<file path="src/rtl/sram_pattern_tester.sv">
// Pattern-driven SRAM exerciser: writes then reads back an address range through the
// request/busy word interface, counting mismatches and capturing the first failing access.
module sram_pattern_tester #(
  parameter int unsigned WORD_WIDTH = 16,
  parameter int unsigned ADDRESS_WIDTH = 16,
  parameter int unsigned ERR_COUNT_WIDTH = 16,
  parameter logic [WORD_WIDTH-1:0] LFSR_TAPS = 16'hB400
) (
  input  logic                       clk,
  input  logic                       reset,
  input  logic                       start,
  input  logic                       mode,
  input  logic [1:0]                 pattern,
  input  logic                       stop_on_error,
  input  logic [WORD_WIDTH-1:0]      seed,
  input  logic [ADDRESS_WIDTH-1:0]   addr_first,
  input  logic [ADDRESS_WIDTH-1:0]   addr_last,
  output logic                       mem_request,
  input  logic                       mem_busy,
  input  logic                       mem_initialized,
  output logic [ADDRESS_WIDTH-1:0]   mem_address,
  output logic                       mem_write_enable,
  output logic [WORD_WIDTH-1:0]      mem_write_data,
  input  logic [WORD_WIDTH-1:0]      mem_read_data,
  output logic                       running,
  output logic                       done,
  output logic                       pass,
  output logic [ERR_COUNT_WIDTH-1:0] error_count,
  output logic [ADDRESS_WIDTH-1:0]   first_error_address,
  output logic [WORD_WIDTH-1:0]      first_error_expected,
  output logic [WORD_WIDTH-1:0]      first_error_actual
);

  typedef enum logic [2:0] {
    StIdle, StWaitInit, StIssue, StWaitBusy, StWaitDone, StCheck, StNext, StDone
  } state_e;

  state_e                     state_q;
  logic                       mode_q, stop_q, op_write_q;
  logic [1:0]                 pattern_q;
  logic [WORD_WIDTH-1:0]      seed_q, lfsr_q, rdata_q;
  logic [ADDRESS_WIDTH-1:0]   first_q, last_q, addr_q, idx_q;
  logic [WORD_WIDTH-1:0]      expected, lfsr_next, lfsr_seed;
  logic [ERR_COUNT_WIDTH-1:0] err_inc;
  logic                       mismatch, is_last;

  always_comb begin
    expected = lfsr_q;
    case (pattern_q)
      2'd0:    expected = seed_q + WORD_WIDTH'(idx_q);
      2'd1:    expected = WORD_WIDTH'(addr_q) ^ seed_q;
      2'd2:    expected = idx_q[0] ? ~seed_q : seed_q;
      default: expected = lfsr_q;
    endcase
  end

  assign lfsr_next = lfsr_q[0] ? ((lfsr_q >> 1) ^ LFSR_TAPS) : (lfsr_q >> 1);
  assign lfsr_seed = (seed_q == '0) ? WORD_WIDTH'(1) : seed_q;
  assign err_inc   = (&error_count) ? error_count : error_count + 1'b1;
  assign mismatch  = (rdata_q != expected);
  assign is_last   = (addr_q == last_q);

  always_ff @(posedge clk or posedge reset) begin
    if (reset) begin
      state_q              <= StIdle;
      mode_q               <= 1'b0;
      stop_q               <= 1'b0;
      op_write_q           <= 1'b0;
      pattern_q            <= '0;
      seed_q               <= '0;
      lfsr_q               <= '0;
      rdata_q              <= '0;
      first_q              <= '0;
      last_q               <= '0;
      addr_q               <= '0;
      idx_q                <= '0;
      mem_request          <= 1'b0;
      mem_address          <= '0;
      mem_write_enable     <= 1'b0;
      mem_write_data       <= '0;
      running              <= 1'b0;
      done                 <= 1'b0;
      pass                 <= 1'b0;
      error_count          <= '0;
      first_error_address  <= '0;
      first_error_expected <= '0;
      first_error_actual   <= '0;
    end else begin
      case (state_q)
        StIdle, StDone: begin
          if (start) begin
            mode_q               <= mode;
            stop_q               <= stop_on_error;
            pattern_q            <= pattern;
            seed_q               <= seed;
            lfsr_q               <= (seed == '0) ? WORD_WIDTH'(1) : seed;
            first_q              <= addr_first;
            last_q               <= addr_last;
            addr_q               <= addr_first;
            idx_q                <= '0;
            op_write_q           <= 1'b1;
            running              <= 1'b1;
            done                 <= 1'b0;
            pass                 <= 1'b0;
            error_count          <= '0;
            first_error_address  <= '0;
            first_error_expected <= '0;
            first_error_actual   <= '0;
            state_q              <= StWaitInit;
          end
        end
        StWaitInit: if (mem_initialized) state_q <= StIssue;
        StIssue: begin
          if (!mem_initialized) begin
            state_q <= StWaitInit;
          end else if (!mem_busy) begin
            mem_request      <= 1'b1;
            mem_address      <= addr_q;
            mem_write_enable <= op_write_q;
            mem_write_data   <= expected;
            state_q          <= StWaitBusy;
          end
        end
        StWaitBusy: if (mem_busy) state_q <= StWaitDone;
        StWaitDone: begin
          if (!mem_busy) begin
            mem_request <= 1'b0;
            rdata_q     <= mem_read_data;
            state_q     <= mem_write_enable ? StNext : StCheck;
          end
        end
        StCheck: begin
          if (mismatch) begin
            error_count <= err_inc;
            if (error_count == '0) begin
              first_error_address  <= addr_q;
              first_error_expected <= expected;
              first_error_actual   <= rdata_q;
            end
          end
          if (mismatch && stop_q) begin
            running <= 1'b0;
            done    <= 1'b1;
            pass    <= 1'b0;
            state_q <= StDone;
          end else begin
            state_q <= StNext;
          end
        end
        StNext: begin
          if (!mode_q && op_write_q) begin
            op_write_q <= 1'b0;
            state_q    <= StIssue;
          end else if (!is_last) begin
            idx_q      <= idx_q + 1'b1;
            addr_q     <= addr_q + 1'b1;
            lfsr_q     <= lfsr_next;
            op_write_q <= !mode_q || op_write_q;
            state_q    <= StIssue;
          end else if (mode_q && op_write_q) begin
            // Block mode: rewind the walk for the read-back phase.
            idx_q      <= '0;
            addr_q     <= first_q;
            lfsr_q     <= lfsr_seed;
            op_write_q <= 1'b0;
            state_q    <= StIssue;
          end else begin
            running <= 1'b0;
            done    <= 1'b1;
            pass    <= (error_count == '0);
            state_q <= StDone;
          end
        end
        default: state_q <= StIdle;
      endcase
    end
  end

endmodule

</file>
<file path="config.mk">
export PLATFORM = sky130hd
export DESIGN_NAME = sram_pattern_tester
export DESIGN_NICKNAME = d
export VERILOG_FILES = /design/src/rtl/sram_pattern_tester.sv
export SDC_FILE = /design/constraint.sdc
export NUM_CORES = 1
export LEC_CHECK = 0
export ABC_AREA = 1
export ABC_CLOCK_PERIOD_IN_PS = 17000
export CORE_MARGIN = 8
export CORE_UTILIZATION = 38
export DETAILED_ROUTE_END_ITERATION = 10
export HOLD_SLACK_MARGIN = 0.1
export PLACE_DENSITY = 0.7
export SLEW_MARGIN = 10
export SYNTH_ARGS = -nofsm -noshare
export SYNTH_HDL_FRONTEND = slang
export SYNTH_SLANG_ARGS = --single-unit
</file>
<file path="constraint.sdc">
create_clock -name clk -period 17 [get_ports clk]
set_clock_uncertainty 0.1 [all_clocks]
set_input_delay 1.7 -clock clk [delete_from_list [all_inputs] [get_ports clk]]
set_output_delay 1.7 -clock clk [all_outputs]
set_load 0.005 [all_outputs]
</file>
==> run_results.csv, run 1 <==
group,metric,value,unit
outcome,run_status,"finished clean",
detailed_routing,post_route_wl,41.0,mm
grt,grt_pass1_wl,65.2,mm
worst_setup_path,critical-path-max-stage-delay,1.01,ns
cts,htree_num_levels,1,
final_layout,final_cell_count_no_fill,2235,
worst_setup_path,worstRegToRegCells,20,
yosys,synth.net_count,1737,
sta,fmaxAchievable,0.198,GHz
final_layout,num-nets-final,1866,
cts,post_cts_hold_buffer_count,0,
detailed_routing,via_per_inst,5.36,
worst_setup_path,setup.worst_path.start_class,"flip-flop",
worst_setup_path,startpoint,"idx_q[0]$_DFFE_PP0P_",
yosys,synthesis.instances,1644,
worst_setup_path,cp-end-kind,"flip-flop",
sta,grt_setup_unrepaired,"no",
yosys,yosys.area.top_type,"sky130_fd_sc_hd__dfrtp_1",
placement,placement.io_buffers,173,
floorplan,floorplan.core_area,32600,µm²
final_layout,mostFrequentLayoutCell,"sky130_fd_sc_hd__nand2_1",
cts,clockRootBuffer,"sky130_fd_sc_hd__clkbuf_16",
power,cellLeakagePower,7.20,nW
detailed_routing,detailedRoute.firstIterationViolations,1235,
final_layout,n_fill_cell,3186,
cts,max-clock-path-buffers,3,
yosys,synth-seq-area-share,0.439,
final_layout,layout.core_utilization,0.475,
run,drv.max_cap_violation_count,0,
cts,cts_post_setup_buffers_inserted,0,
sta,layout_min_cycle_time,5.05,ns
worst_hold_path,hp-class,"flip-flop to flip-flop",
grt,first_global_vias,11700,
power,power.ir.vdd_worst,0.157,mV
floorplan,top_ports,174,
placement,place_congestion,0.954,
detailed_routing,antenna_violating_nets_remaining,0,
grt,grt_total_ovfl,0,
grt,largest_net_degree_at_the_start_of_global_routing,139,
sta,final.period_utilization,0.297,
worst_setup_path,cp_data_required_time,17.31,ns
sta,relSlewSlack,0.201,
cts,cts_repair_resize_count,0,
sta,final_hold_viol_count,0,
grt,antenna_found_initial,0,
floorplan,placementRows,66,
floorplan,die_h,198,µm
worst_setup_path,cp.arrival,5.36,ns
final_layout,synthToLayoutAreaGrowth,22.9,%
worst_setup_path,worst_setup_path_endpoint,"first_error_expected[7]$_DFFE_PP0P_",
sta,slew_violations,0,
placement,detailed_place_hpwl,29.6,mm
detailed_routing,drt_pass1_iterations,6,
yosys,yosys.cell_types.count,50,
grt,grtUsageTotal,0.206,
sta,worstMarginPinSlew,1.19,ns
cts,insertion_delay,0.53,ns
floorplan,initial_core_util,0.386,
placement,placed_instances,2187,
floorplan,die_span_in_x,198,µm
floorplan,fp.dieArea,39300,µm²
sta,totalNegativeSetupSlack,0,ns
cts,cts_inserted_buffers,26,
cts,tritoncts,"done",
detailed_routing,route.detailed.drc,0,
final_layout,share_of_cells_above_drive_strength_1,0.0641,
worst_setup_path,rr_startpoint,"idx_q[0]$_DFFE_PP0P_",
sta,setup_viols_final,0,
cts,numClockSinks,221,
detailed_routing,route.vias.total,12000,
sta,hold-worst-slack,0.370,ns
worst_setup_path,path_max_fanout,66,
yosys,yosys_warnings,0,
worst_setup_path,setup.worst_path.class,"flip-flop to flip-flop",
worst_setup_path,crit_path_cell_trace,"ha_1, inv_1, fa_1, inv_1, nand3_1, nand3_1, nand2_1, nand3b_1, nand3_1, nand3_1, inv_1, nand2_1, nand2_1, nand3_1, nor2_1, nand4_4, buf_4, nand3_2, nand2_1, nand2_1",
final_layout,most-common-layout-cells,"sky130_fd_sc_hd__nand2_1 (389), sky130_fd_sc_hd__dfrtp_1 (221), sky130_fd_sc_hd__inv_1 (177)",
detailed_routing,post_drt_wl_per_cell,18.4,µm
cts,clkTransAtPathRegs,0.06,ns
yosys,number_of_flip_flops_and_latches_in_the_synthesized_netlist,221,
power,power-per-cell-area,183,nW/µm²
yosys,syn-mean-instance-area,7.67,µm²
yosys,summed_instance_area_of_the_synthesized_netlist,12600,µm²
yosys,netlist_top_cells_area,"sky130_fd_sc_hd__dfrtp_1 (44%), sky130_fd_sc_hd__nand2_1 (12%), sky130_fd_sc_hd__inv_1 (5.4%)",
worst_setup_path,worst_r2r_endpoint,"first_error_expected[7]$_DFFE_PP0P_",
yosys,yosysTopAreaCellShare,0.439,
worst_setup_path,rrSetupSlack,11.95,ns
final_layout,antenna_cells,0,
worst_setup_path,slowest_cell_on_the_critical_path,"sky130_fd_sc_hd__nand3_2",
## critical path, delay by kind of cell, from the launching register on
family | cells | cell delay (ns)
and+or+nand+nor | 14 | 2.39
adders and majority gates | 2 | 0.66
buffers and inverters | 4 | 0.87
DFF | 1 | 0.82
## how the worst min path moves through the flow
stage,from,to,slack [ns],depth (start not counted)
6_report,first_error_address[11]$_DFFE_PP0P_,first_error_address[11]$_DFFE_PP0P_,0.37,2
5_1_grt,first_error_expected[14]$_DFFE_PP0P_,first_error_expected[14]$_DFFE_PP0P_,0.38,2
4_1_cts,first_error_expected[14]$_DFFE_PP0P_,first_error_expected[14]$_DFFE_PP0P_,0.37,2
3_5_place_dp,first_error_expected[14]$_DFFE_PP0P_,first_error_expected[14]$_DFFE_PP0P_,0.36,2
3_3_place_gp,first_error_address[13]$_DFFE_PP0P_,first_error_address[13]$_DFFE_PP0P_,0.36,2
2_1_floorplan,first_q[2]$_DFFE_PP0P_,first_q[2]$_DFFE_PP0P_,0.35,2
## power by group
group	internal, W	switching, W	leakage [nW]
clock	0.000355	0.000227	0.451
combinational	0.000506	0.000789	3.97
sequential	0.000742	0.000225	2.78
## sequential cells by signal, indices dropped and copies added (netlist names), 2 cells and up
signal,cells
mem_write_data,16
lfsr_q,16
mem_address,16
rdata_q,16
first_error_expected,16
addr_q,16
error_count,16
last_q,16
first_error_actual,16
seed_q,16
pattern_q,2
first_q,16
first_error_address,16
state_q,3
idx_q,16
## per-stage QoR
stage                     worst slack, ns  total power (W)  area (µm²)
after floorplan                      9.15          0.00173       12600
after global routing                11.54          0.00304       15500
final                               11.95          0.00284       15500
after global placement              12.20          0.00223       14600
after detailed placement            12.05          0.00225       14600
after CTS                           12.07          0.00284       15500
## layer usage
metal,wire length (µm),track usage
met3,3040,0.0380
met1,17400,0.272
met5,0,0
met2,18900,0.332
met4,1630,0.0810
## kinds of logic after synthesis
kind of cell	synth area share
and+or+nand+nor	0.270
adders and majority gates	0.0204
buffers and inverters	0.0899
DFF	0.439
muxes	0.0313
xor gates and xnor gates	0.0354
AOI/OAI and AO/OA	0.114
## cell usage after synthesis, drive strengths merged
library cell / count
o21ai: 123
a2bb2oi: 1
ha: 19
o32ai: 1
a221oi: 1
xnor2: 15
inv: 181
clkinv: 3
nor3b: 2
o311ai: 1
nor3: 26
or2: 5
o211ai: 5
a21oi: 90
buf: 40
or4: 1
nor4: 13
o31ai: 1
nand3: 88
nand3b: 4
o22ai: 13
a31oi: 11
or3b: 1
and2: 2
a41oi: 1
dfrtp: 221
o221ai: 1
clkbuf: 47
and3b: 1
a32oi: 2
a2111oi: 2
xor2: 36
nand2: 390
o2111ai: 1
fa: 1
mux2: 35
nor2: 165
a22oi: 8
nand4: 86
## area by class of cell
cell class | instances | area [µm²] | share of cell area
multi-input cells | 1152 | 5970 | 0.385
flip-flops and latches | 221 | 5530 | 0.357
repair buffers | 188 | 1840 | 0.119
clock buffers | 39 | 801 | 0.0517
inverters | 184 | 698 | 0.0450
well taps | 442 | 553 | 0.0357
clock inverters | 9 | 103 | 0.00662
Note: power is estimated with default switching activity, not from simulation.
==> inputs of run 2 (changes only) <==
ABC_CLOCK_PERIOD_IN_PS = 4200   (was 17000)
PLACE_DENSITY = 0.72   (was 0.7)
clock period = 4.2 ns   (was 17 ns; I/O delays follow)
==> run 2 against run 1 <==
Compared with the run above:
- non-clock buffer count up 12
- sequential share of layout area fell by 0.23 points
- flip-flop and latch count unchanged
- largest cell class unchanged
- largest power group unchanged
==> run_results.csv, run 2 (same netlist as run 1, synthesis figures left out) <==
group,metric,value,unit
detailed_routing,antenna_violating_nets_remaining,0,
floorplan,die_span_in_x,198,µm
sta,relSlewSlack,0.275,
detailed_routing,via_per_inst,5.44,
detailed_routing,post_route_wl,41.2,mm
cts,max-clock-path-buffers,3,
detailed_routing,top_signal_layer_used,"met4",
detailed_routing,met1Wirelength,16.7,mm
detailed_routing,route.detailed.drc,0,
cts,clockRootBuffer,"sky130_fd_sc_hd__clkbuf_16",
detailed_routing,drt_pass1_iterations,6,
sta,setup_viols_final,0,
power,power-per-cell-area,744,nW/µm²
final_layout,share_of_cells_above_drive_strength_1,0.0683,
sta,grt_setup_unrepaired,"no",
power,power.ir.vdd_worst,0.419,mV
cts,cts_inserted_buffers,25,
detailed_routing,route.vias.total,12200,
power,cellLeakagePower,7.24,nW
grt,antenna_found_initial,0,
sta,final.period_utilization,0.872,
worst_setup_path,cp_data_required_time,4.53,ns
sta,layout_min_cycle_time,3.66,ns
cts,cts_repair_resize_count,0,
sta,timing.final.ws_setup,0.538,ns
placement,detailed_place_hpwl,30.3,mm
sta,worstMarginPinSlew,1.08,ns
grt,grtUsageTotal,0.206,
floorplan,top_ports,174,
worst_setup_path,setup.worst_path.class,"flip-flop to flip-flop",
placement,place_congestion,0.957,
detailed_routing,routed-wl-met3,3.47,mm
worst_setup_path,setup.worst_path.start_class,"flip-flop",
floorplan,floorplan.core_area,32600,µm²
cts,numClockSinks,221,
floorplan,fp.dieArea,39300,µm²
cts,tritoncts,"done",
worst_setup_path,cp.arrival,3.99,ns
sta,totalNegativeSetupSlack,0,ns
detailed_routing,met2_length,19.0,mm
sta,hold-worst-slack,0.245,ns
final_layout,synthToLayoutAreaGrowth,23.7,%
worst_setup_path,cp-end-kind,"flip-flop",
sta,final_hold_viol_count,0,
cts,clkTransAtPathRegs,0.06,ns
worst_setup_path,path_max_fanout,47,
grt,first_global_vias,11800,
placement,pre_cts_slack,0.571,ns
final_layout,layout.core_utilization,0.478,
cts,htree_num_levels,1,
grt,largest_net_degree_at_the_start_of_global_routing,75,
cts,insertion_delay,0.54,ns
placement,placement.io_buffers,173,
final_layout,num-nets-final,1877,
floorplan,die_h,198,µm
outcome,run_status,"finished clean",
final_layout,antenna_cells,0,
detailed_routing,post_drt_wl_per_cell,18.4,µm
grt,grt_total_ovfl,0,
cts,post_cts_hold_buffer_count,0,
cts,cts_post_setup_buffers_inserted,0,
run,drv.max_cap_violation_count,0,
sta,slew_violations,0,
worst_hold_path,hp-class,"input pin to async pin",
grt,grt_pass1_wl,65.3,mm
final_layout,mostFrequentLayoutCell,"sky130_fd_sc_hd__nand2_1",
floorplan,initial_core_util,0.386,
detailed_routing,detailedRoute.firstIterationViolations,1063,
sta,fmaxAchievable,0.273,GHz
final_layout,most-common-layout-cells,"sky130_fd_sc_hd__nand2_1 (389), sky130_fd_sc_hd__dfrtp_1 (221), sky130_fd_sc_hd__inv_1 (177)",
floorplan,placementRows,66,
==> run 2: final timing paths <==
| kind | start | end | slack, ns | cells after the start |
|---|---|---|---|---|
| worst max-delay path | seed_q[1]$_DFFE_PP0P_ | error_count[0]$_DFFE_PP0P_ | 0.54 | 19 |
| worst min-delay path | reset | mem_write_data[14]$_DFFE_PP0P_ | 0.25 | 2 |
| worst max register to register | seed_q[1]$_DFFE_PP0P_ | error_count[0]$_DFFE_PP0P_ | 0.54 | 19 |
| worst min register to register | first_error_expected[12]$_DFFE_PP0P_ | first_error_expected[12]$_DFFE_PP0P_ | 0.37 | 2 |
| max in group asynchronous | reset | first_q[3]$_DFFE_PP0P_ | 2.86 | 3 |
| min in group clk | first_error_expected[12]$_DFFE_PP0P_ | first_error_expected[12]$_DFFE_PP0P_ | 0.37 | 2 |
==> run 2: metal layers <==
| metal | track usage | vias up |
|---|---|---|
| met4 | 0.0965 | 0 |
| met2 | 0.335 | 552 |
| li1 | - | 5719 |
| met5 | 0 | - |
| met3 | 0.0413 | 104 |
| met1 | 0.262 | 5837 |
==> run 2: critical path: stages (launching register included) <==
cell	delay [ns]
sky130_fd_sc_hd__dfrtp_1	0.47
sky130_fd_sc_hd__inv_1	0.16
sky130_fd_sc_hd__fa_1	0.45
sky130_fd_sc_hd__inv_1	0.16
sky130_fd_sc_hd__nand3_1	0.11
sky130_fd_sc_hd__nand3_1	0.15
sky130_fd_sc_hd__nand2_1	0.09
sky130_fd_sc_hd__nand3b_1	0.09
sky130_fd_sc_hd__nand3_1	0.07
sky130_fd_sc_hd__nand3_1	0.16
sky130_fd_sc_hd__inv_1	0.09
sky130_fd_sc_hd__nand2_1	0.06
sky130_fd_sc_hd__nand2_1	0.05
sky130_fd_sc_hd__nand3_1	0.06
sky130_fd_sc_hd__nor2_1	0.08
sky130_fd_sc_hd__nand4_4	0.10
sky130_fd_sc_hd__buf_4	0.43
sky130_fd_sc_hd__nand3_2	0.41
sky130_fd_sc_hd__nand2_1	0.17
sky130_fd_sc_hd__nand2_1	0.06
==> run 2: where the power goes <==
group | total, W | internal (W) | switching [W]
clock network | 0.00236 | 0.00145 | 0.000914
logic | 0.00538 | 0.00211 | 0.00327
registers | 0.00386 | 0.00301 | 0.000857
total | 0.0116 | 0.00657 | 0.00504
==> run 2: through the flow <==
stage / total power [W] / std cells / area (µm²)
finish: 0.0116 / 2244 / 15600
global route: 0.0124 / 2244 / 15600
CTS: 0.0116 / 2244 / 15600
detailed placement: 0.00920 / 2199 / 14700
global placement: 0.00910 / 2199 / 14700
floorplan: 0.00698 / 1644 / 12600
==> run 2: cell type report <==
cell class | count | area [µm²]
inverter | 184 | 694
timing repair buffer | 200 | 1960
sequential | 221 | 5530
multi-input combinational | 1152 | 5970
clock inverter | 9 | 160
tap | 442 | 553
clock buffer | 36 | 727
fill | 3164 | 17000
==> inputs of run 3 (changes only) <==
==> constraint.sdc (replaced) <==
create_clock -name clk -period 4.2 [get_ports clk]
set_clock_uncertainty 0.1 [all_clocks]
set_input_delay 0.84 -clock clk [delete_from_list [all_inputs] [get_ports clk]]
set_output_delay 0.84 -clock clk [all_outputs]
set_load 0.005 [all_outputs]
==> run 3 against run 2 <==
Compared with the run above:
- first-iteration DRC count up 7.9%
- die area unchanged
- sequential power about the same
- setup slack better by 0.076 ns
- power down 1.6%
- critical path depth unchanged
- flip-flop and latch count unchanged
- final cell count about the same
- worst hold slack better by 0.12 ns
- combinational power about the same
- wire length down 0.70%
- non-clock buffer count up 2
- largest cell class unchanged
==> run_results.csv, run 3 (same netlist as run 1, synthesis figures left out) <==
group,metric,value,unit
sta,layout_min_cycle_time,3.59,ns
placement,placement.io_buffers,173,
final_layout,num-nets-final,1880,
run,drv.max_cap_violation_count,0,
sta,relSlewSlack,0.376,
grt,grtUsageTotal,0.208,
grt,grt_util_met2,0.346,
power,power.ir.vdd_worst,0.410,mV
detailed_routing,antenna_violating_nets_remaining,0,
detailed_routing,detailedRoute.firstIterationViolations,1147,
cts,post_cts_hold_buffer_count,0,
detailed_routing,via_per_inst,5.39,
sta,hold-worst-slack,0.370,ns
power,share_comb_of_total_power,0.472,
final_layout,share_of_cells_above_drive_strength_1,0.0693,
floorplan,floorplan.core_area,32600,µm²
grt,grt_pass1_wl,66.2,mm
worst_setup_path,cp-end-kind,"flip-flop",
detailed_routing,post_route_wl,40.9,mm
floorplan,placementRows,66,
grt,first_global_vias,12000,
cts,insertion_delay,0.54,ns
final_layout,mostFrequentLayoutCell,"sky130_fd_sc_hd__nand2_1",
power,cellLeakagePower,7.24,nW
sta,grt_setup_unrepaired,"no",
power,seq_power_share,0.340,
floorplan,initial_core_util,0.386,
grt,global_route_track_usage_on_met1,0.273,
sta,fmaxAchievable,0.279,GHz
grt,grt_total_ovfl,0,
sta,setup_viols_final,0,
floorplan,top_ports,174,
grt,grt.met3_usage,0.0285,
sta,totalNegativeSetupSlack,0,ns
sta,worstMarginPinSlew,0.935,ns
detailed_routing,route.detailed.drc,0,
worst_setup_path,setup.worst_path.start_class,"flip-flop",
grt,antenna_found_initial,0,
final_layout,most-common-layout-cells,"sky130_fd_sc_hd__nand2_1 (389), sky130_fd_sc_hd__dfrtp_1 (221), sky130_fd_sc_hd__inv_1 (177)",
floorplan,die_h,198,µm
power,switchingPower,0.00503,W
cts,numClockSinks,221,
placement,detailed_place_hpwl,30.2,mm
outcome,run_status,"finished clean",
floorplan,die_span_in_x,198,µm
cts,tritoncts,"done",
worst_setup_path,setup.worst_path.class,"flip-flop to flip-flop",
detailed_routing,drt_pass1_iterations,6,
cts,max-clock-path-buffers,3,
final_layout,synthToLayoutAreaGrowth,23.7,%
power,swShare,0.440,
grt,largest_net_degree_at_the_start_of_global_routing,56,
cts,clkTransAtPathRegs,0.06,ns
detailed_routing,post_drt_wl_per_cell,18.2,µm
final_layout,final_cell_count_no_fill,2246,
floorplan,fp.dieArea,39300,µm²
sta,slew_violations,0,
cts,cts_post_setup_buffers_inserted,0,
cts,cts_repair_resize_count,0,
sta,final.period_utilization,0.854,
cts,htree_num_levels,1,
cts,cts_inserted_buffers,26,
cts,clockRootBuffer,"sky130_fd_sc_hd__clkbuf_16",
placement,placed_instances,2201,
power,cellInternalPower,0.00640,W
power,power-per-cell-area,733,nW/µm²
worst_hold_path,hp-class,"flip-flop to flip-flop",
worst_setup_path,cp_data_required_time,4.57,ns
final_layout,antenna_cells,0,
power,power_frac_clock,0.187,
detailed_routing,route.vias.total,12100,
worst_setup_path,path_max_fanout,48,
sta,final_hold_viol_count,0,
final_layout,layout.core_utilization,0.478,
grt,grt-busiest-layer,"met2",
placement,place_congestion,0.932,
worst_setup_path,cp.arrival,3.96,ns
[run 3: changes by cell type in the layout (fill, tap and decap cells not counted), sizes merged]
| cell | delta |
|---|---|
| buf | +2 |
| inv | -2 |
| clkinv | +5 |
| bufinv | -4 |
| clkbuf | +1 |
[run 3: per-stage QoR]
| step | setup slack (ns) | total power, W | cell area (µm²) |
|---|---|---|---|
| global route | 0.240 | 0.0122 | 15600 |
| global placement | 0.777 | 0.00912 | 14800 |
| CTS | 0.677 | 0.0114 | 15600 |
| floorplan | 0.378 | 0.00698 | 12600 |
| finish | 0.613 | 0.0114 | 15600 |
| detailed placement | 0.683 | 0.00924 | 14800 |
[run 3: final timing paths]
check	start	to	slack, ns	depth (start not counted)
max in group asynchronous	reset	last_q[0]$_DFFE_PP0P_	2.46	3
max reg2reg	seed_q[9]$_DFFE_PP0P_	first_error_expected[4]$_DFFE_PP0P_	0.61	19
min	first_error_expected[3]$_DFFE_PP0P_	first_error_expected[3]$_DFFE_PP0P_	0.37	2
min reg2reg	first_error_expected[3]$_DFFE_PP0P_	first_error_expected[3]$_DFFE_PP0P_	0.37	2
max	seed_q[9]$_DFFE_PP0P_	first_error_expected[4]$_DFFE_PP0P_	0.61	19
min in group asynchronous	reset	first_error_expected[14]$_DFFE_PP0P_	0.75	2
[run 3: layer usage]
| layer | up-vias | routed length [µm] |
|---|---|---|
| met5 | - | 0 |
| met4 | 0 | 1610 |
| met3 | 96 | 2900 |
| met2 | 504 | 19300 |
| met1 | 5777 | 17100 |
| li1 | 5726 | - |
[run 3: worst max-delay path: stages (launching register included)]
cell and delay (ns):
sky130_fd_sc_hd__dfrtp_1 0.47, sky130_fd_sc_hd__ha_1 0.43, sky130_fd_sc_hd__nand2_1 0.12, sky130_fd_sc_hd__nor2_1 0.23, sky130_fd_sc_hd__and2_1 0.16, sky130_fd_sc_hd__nand2_1 0.08
sky130_fd_sc_hd__nand2_1 0.08, sky130_fd_sc_hd__nand2_1 0.04, sky130_fd_sc_hd__nand3_1 0.11, sky130_fd_sc_hd__nand3_1 0.16, sky130_fd_sc_hd__nand2_1 0.10, sky130_fd_sc_hd__nand2_1 0.06
sky130_fd_sc_hd__inv_1 0.05, sky130_fd_sc_hd__nand2_1 0.05, sky130_fd_sc_hd__nor2_1 0.21, sky130_fd_sc_hd__nand4_4 0.40, sky130_fd_sc_hd__nand3_2 0.21, sky130_fd_sc_hd__buf_12 0.26
sky130_fd_sc_hd__nand2_1 0.10, sky130_fd_sc_hd__nand2_1 0.07
[run 3: power by group through the flow]
stage          Sequential [W]  Clock, W  Combinational, W
6_report              0.00389   0.00214           0.00540
5_1_grt               0.00400   0.00227           0.00597
4_1_cts               0.00386   0.00218           0.00539
3_5_place_dp          0.00389         0           0.00535
3_3_place_gp          0.00387         0           0.00525
2_1_floorplan         0.00357         0           0.00341
[run 3: cell type report]
class                   instances  area [µm²]
clock buffers                  37         752
clock inverters                 8        56.3
fillers                      3145       17000
inverters                     184         694
multi-input cells            1152        5970
flip-flops and latches        221        5530
well taps                     442         553
repair buffers                202        2040
